--- config.mk ---
export PLATFORM = sky130hd
export DESIGN_NAME = matmul_seq_ctrl
export DESIGN_NICKNAME = d
export VERILOG_FILES = /design/src/rtl/ula_pkg.sv /design/src/rtl/mat_mac.sv /design/src/rtl/matmul_seq_ctrl.sv
export SDC_FILE = /design/constraint.sdc
export NUM_CORES = 2
export LEC_CHECK = 0
export ABC_AREA = 1
export CORE_ASPECT_RATIO = 1.25
export CORE_UTILIZATION = 55
export DETAILED_ROUTE_END_ITERATION = 8
export GPL_ROUTABILITY_DRIVEN = 1
export MAX_ROUTING_LAYER = met4
export PLACE_DENSITY_LB_ADDON = 0.08
export RECOVER_POWER = 50
export REMOVE_ABC_BUFFERS = 1
export SYNTH_ARGS = -nofsm -noshare
export SYNTH_HDL_FRONTEND = slang
export SYNTH_SLANG_ARGS = --single-unit
--- constraint.sdc ---
create_clock -name clk -period 10.5 [get_ports clk]
set_clock_uncertainty 0.1 [all_clocks]
set_input_delay 2.1 -clock clk [delete_from_list [all_inputs] [get_ports clk]]
set_output_delay 2.1 -clock clk [all_outputs]
set_load 0.05 [all_outputs]
--- src/rtl/ula_pkg.sv ---
// Shared ULA constants and state encoding for the sequential matrix multiplier.
// Latency: none (definitions only).
// Backpressure: none.
package ula_pkg;
    localparam int N = 5;
    localparam int W = 8;
    localparam logic [2:0] OP_MUL = 3'b010;
    localparam int SAT_MAX = 127;
    localparam int SAT_MIN = -128;

    typedef enum logic [1:0] {
        IDLE,
        RUN,
        DONE
    } state_t;
endpackage

--- src/rtl/mat_mac.sv ---
// Signed WxW multiply into an ACC_W accumulator, with a combinational saturate-to-W view of the running sum.
// Latency: accumulator updates one edge after en; sat_out is combinational on acc + a*b.
// Backpressure: none; en gates the update.
module mat_mac #(
    parameter int W     = 8,
    parameter int ACC_W = 18
) (
    input  logic         clk,
    input  logic         rst,
    input  logic         en,
    input  logic         clear,
    input  logic [W-1:0] a,
    input  logic [W-1:0] b,
    output logic [W-1:0] sat_out
);
    localparam logic signed [ACC_W-1:0] HI = ACC_W'((1 << (W - 1)) - 1);
    localparam logic signed [ACC_W-1:0] LO = ~HI;

    logic signed [2*W-1:0]   prod;
    logic signed [ACC_W-1:0] sum;
    logic signed [ACC_W-1:0] acc_q;
    logic signed [ACC_W-1:0] acc_d;

    always_comb begin
        prod  = $signed(a) * $signed(b);
        sum   = acc_q + ACC_W'(prod);
        acc_d = acc_q;
        if (en) begin
            acc_d = clear ? '0 : sum;
        end
        sat_out = sum[W-1:0];
        if (sum > HI) begin
            sat_out = HI[W-1:0];
        end else if (sum < LO) begin
            sat_out = LO[W-1:0];
        end
    end

    always_ff @(posedge clk) begin
        if (rst) begin
            acc_q <= '0;
        end else begin
            acc_q <= acc_d;
        end
    end
endmodule

--- src/rtl/matmul_seq_ctrl.sv ---
// Sequential NxN signed int8 matrix multiply using one shared MAC, row/col/term order.
// Latency: N^3 RUN cycles plus one DONE cycle after start; Pp updates entering DONE.
// Backpressure: none; start is ignored while busy and never queued.
module matmul_seq_ctrl #(
    parameter int N     = ula_pkg::N,
    parameter int W     = ula_pkg::W,
    parameter int ACC_W = 18
) (
    input  logic             clk,
    input  logic             rst,
    input  logic             start,
    input  logic [2:0]       op,
    input  logic [N*N*W-1:0] Aa,
    input  logic [N*N*W-1:0] Bb,
    output logic             busy,
    output logic             done,
    output logic             err,
    output logic [N*N*W-1:0] Pp
);
    ula_pkg::state_t state_q, state_d;
    logic [2:0]       i_q, i_d;
    logic [2:0]       j_q, j_d;
    logic [2:0]       k_q, k_d;
    logic [2:0]       op_q, op_d;
    logic [N*N*W-1:0] a_q, a_d;
    logic [N*N*W-1:0] b_q, b_d;
    logic [N*N*W-1:0] buf_q, buf_d;
    logic [N*N*W-1:0] pp_q, pp_d;

    logic         mac_en;
    logic         mac_clr;
    logic [W-1:0] mac_a;
    logic [W-1:0] mac_b;
    logic [W-1:0] mac_sat;

    mat_mac #(
        .W     (W),
        .ACC_W (ACC_W)
    ) u_mac (
        .clk     (clk),
        .rst     (rst),
        .en      (mac_en),
        .clear   (mac_clr),
        .a       (mac_a),
        .b       (mac_b),
        .sat_out (mac_sat)
    );

    always_comb begin
        state_d = state_q;
        i_d     = i_q;
        j_d     = j_q;
        k_d     = k_q;
        op_d    = op_q;
        a_d     = a_q;
        b_d     = b_q;
        buf_d   = buf_q;
        pp_d    = pp_q;
        mac_en  = 1'b0;
        mac_clr = 1'b0;
        mac_a   = a_q[(int'(i_q) * N + int'(k_q)) * W +: W];
        mac_b   = b_q[(int'(k_q) * N + int'(j_q)) * W +: W];

        case (state_q)
            ula_pkg::IDLE: begin
                if (start) begin
                    op_d = op;
                    if (op == ula_pkg::OP_MUL) begin
                        a_d     = Aa;
                        b_d     = Bb;
                        state_d = ula_pkg::RUN;
                    end else begin
                        pp_d    = '0;
                        state_d = ula_pkg::DONE;
                    end
                end
            end
            ula_pkg::RUN: begin
                mac_en = 1'b1;
                if (k_q == 3'(N - 1)) begin
                    // Last term: the saturated sum lands in the buffer and the MAC restarts at zero.
                    mac_clr = 1'b1;
                    buf_d[(int'(i_q) * N + int'(j_q)) * W +: W] = mac_sat;
                    k_d = '0;
                    if (j_q == 3'(N - 1)) begin
                        j_d = '0;
                        if (i_q == 3'(N - 1)) begin
                            i_d     = '0;
                            pp_d    = buf_d;
                            state_d = ula_pkg::DONE;
                        end else begin
                            i_d = i_q + 3'd1;
                        end
                    end else begin
                        j_d = j_q + 3'd1;
                    end
                end else begin
                    k_d = k_q + 3'd1;
                end
            end
            ula_pkg::DONE: begin
                state_d = ula_pkg::IDLE;
            end
            default: begin
                state_d = ula_pkg::IDLE;
            end
        endcase
    end

    always_ff @(posedge clk) begin
        if (rst) begin
            state_q <= ula_pkg::IDLE;
            i_q     <= '0;
            j_q     <= '0;
            k_q     <= '0;
            op_q    <= '0;
            a_q     <= '0;
            b_q     <= '0;
            buf_q   <= '0;
            pp_q    <= '0;
        end else begin
            state_q <= state_d;
            i_q     <= i_d;
            j_q     <= j_d;
            k_q     <= k_d;
            op_q    <= op_d;
            a_q     <= a_d;
            b_q     <= b_d;
            buf_q   <= buf_d;
            pp_q    <= pp_d;
        end
    end

    assign busy = (state_q != ula_pkg::IDLE);
    assign done = (state_q == ula_pkg::DONE);
    assign err  = done && (op_q != ula_pkg::OP_MUL);
    assign Pp   = pp_q;
endmodule

==> reports/metrics.yaml <==
sta:
  whs_ns: 0.341
  worst_pin_slew_ns: 4.78
  final-setup-viol-count: 0
  fin_crit_sh_pct: 92.5
  fmax_ghz: 0.103
  slew_violations: 313
  hold_violations: 0
  rsz0062_at_grt: "no"
  tns_ns: 0
  slew_headroom_pct: -220
  period_needed_ns: 9.72
run_status:
  status: "finished with violations"
  failed_checks: "capacitance limit, slew limit"
synth:
  syn_area_per_cell_sq_um: 7.25
  ys_types: 55
  ys_seq_area_share_pct: 41.8
  async_flop_share_pct: 0
  synthCells: 5492
  synth_top_area_cell: "dfxtp_1"
  synth-main-ff-cell: "dfxtp_1"
  synth_top_cell_area_share_pct: 41.8
  synth.area.top_cells: "dfxtp_1 (42%), a21oi_1 (10%), o21ai_0 (9.7%), nand2_1 (9.3%), inv_1 (6.9%)"
  netlist_area_sq_um: 39800
  synth_edf_count: 0
  synth_warnings: 0
  synth-seq-cells: 832
layout:
  areaGrowthSynthToFinish_pct: 23.1
  drive_gt1_share_pct: 4.80
  fin_nets: 6437
  mostFrequentLayoutCells: "nand2_1 (992), dfxtp_1 (832), a21oi_1 (814)"
  stdcell_area_sq_um: 49000
  final_common_cell: "nand2_1"
  instances_no_fill: 6906
critical_path:
  slowest_delay_ns: 0.60
  cp_max_fo: 43
  crit_type: "register to register"
  worst_path_max_delay_cell: "fa_2"
  crit_path_end_kind: "register"
  cp.arrival_ns: 10.11
  crit_path_frequent_cell: "nand2_1"
  cp.required_ns: 10.90
  critPathLaunchType: "register"
drt:
  drc: 0
  vias: 38300
  vias_per_cell: 5.55
  drt_iter0_drc: 3273
  ant_nets: 0
  wl_microns: 129000
  wire_per_inst_microns: 18.7
  first_pass_iters: 6
floorplanning:
  core.rowCount: 109
  dieArea_sq_um: 73500
  die_w_microns: 243
  start_util_pct: 55.9
  die_height_microns: 303
  coreArea_sq_um: 71200
  ios: 609
clock_network:
  path_clk_slew_ns: 0.07
  postCtsHoldBufs: 0
  numCtsBuffers: 84
  clkSinkCount: 832
  cts_tree: "done"
  clk-insertion-delay-late_ns: 0.65
  cts_buffer_depth: 3
  root_buffer: "clkbuf_16"
  htreeDepth: 3
global_route:
  grt-ovfl-total: 0
  track_usage_pct: 35.3
  antenna_found_initial: 23
  grt_first_pass_wirelength_microns: 200000
  grt_pass1_vias: 35900
  grt_max_degree: 220
flow_run:
  cap_viol_max_count: 4
placed_design:
  io_buffers: 608
  dp_cells: 6737
  dpl_cell_area_sq_um: 46200
  place_congestion: 0.904
  post-dp-hpwl_microns: 87900
pwr:
  vdd_ir_drop_max_mv: 0.132
  powerDensity_nw_per_um2: 141
  p_leak_nw: 19.6
min_path:
  hp-class: "register to register"
[cell type report]
type | count | area (sq um)
antenna | 25 | 62.6
clock buffer | 122 | 2430
clock inverter | 22 | 325
fill | 6264 | 22200
inverter | 755 | 2860
multi-input combinational | 3547 | 19000
sequential | 832 | 16700
tap | 943 | 1180
timing repair buffer | 660 | 6530
[repair_timing]
item,in CTS,in global routing
endpoints found under the setup margin,0,1
buffers inserted,0,0
gates resized for setup,0,1
[critical path, delay by kind of cell (launching register included)]
family	cells	cell delay (ns)
simple gates	20	3.12
compound gates	4	0.74
flops	1	0.59
fa+ha+maj	7	3.30
buf+inv	8	1.66
[registers in the layout (all words and copies together) (netlist names), 3 cells and up]
name and flops:
a_q 200, b_q 200, j_q 3, op_q 3, buf_q 200, u_mac.acc_q 18, i_q 3, k_q 3
Pp 200
[per-layer routing]
metal	track usage, %	share of wire, %	vias up
met2	58.4	48	1445
met5	-	0	-
li1	-	-	18700
met4	15.2	3.9	0
met3	5.17	7.4	250
met1	42.9	40	17900
[worst paths after layout]
kind,from,endpoint,slack (ns),cells after the start
setup / recovery,i_q[1],Pp[187],0.78,39
hold / removal,a_q[171],a_q[171],0.34,2
setup reg to reg,i_q[1],Pp[187],0.78,39
hold reg to reg,a_q[171],a_q[171],0.34,2
[metrics by stage]
| step | utilization, % | power (mW) | setup WS, ns |
|---|---|---|---|
| 3_5_place_dp | 65.0 | 3.92 | 0.857 |
| 4_1_cts | 68.8 | 6.92 | 0.822 |
| 6_report | 68.9 | 6.91 | 0.783 |
| 2_1_floorplan | - | 3.63 | -6.72 |
| 3_3_place_gp | 65.0 | 3.91 | 0.926 |
| 5_1_grt | 68.9 | 7.13 | 0.109 |
[Yosys cell counts (3+ instances only)]
master and count:
buf_6 3, o21bai_1 11, o31ai_1 3, nor2_1 166
nand3_1 343, or2_1 6, xor2_1 10, inv_1 730
buf_2 11, o21ai_2 8, nor2_8 5, nor2_2 8
o21ai_1 14, nand2_1 992, a21oi_1 814, a31oi_1 8
fa_1 84, inv_2 13, clkinv_1 10, clkbuf_1 314
o221ai_1 16, nand2_2 5, a22o_1 42, or2_2 31
o21a_1 10, nor3_1 23, nor3_2 3, o32ai_1 6
o21ai_0 775, nand4_1 36, nor2_4 12, dfxtp_1 832
a211oi_1 9, xnor2_1 12, nand3_2 5, buf_1 24
ha_1 67, o211ai_1 5, buf_4 6
[power by group]
part           leakage, nW  total, mW  switching [mW]  internal [mW]
Sequential            6.72       3.23          0.0203           3.21
Combinational         11.5      0.629           0.365          0.264
Clock                 1.33       3.04            1.31           1.73
[cells by family after synthesis]
kind of cell    after synthesis  synth area share [%]
xor+xnor                     24                 0.565
buf+inv                    1113                  10.7
fa+ha+maj                   151                  6.33
simple gates               1644                  17.9
compound gates             1728                  22.7
flops                       832                  41.8
No activity file was read; power rests on OpenSTA's default activity.
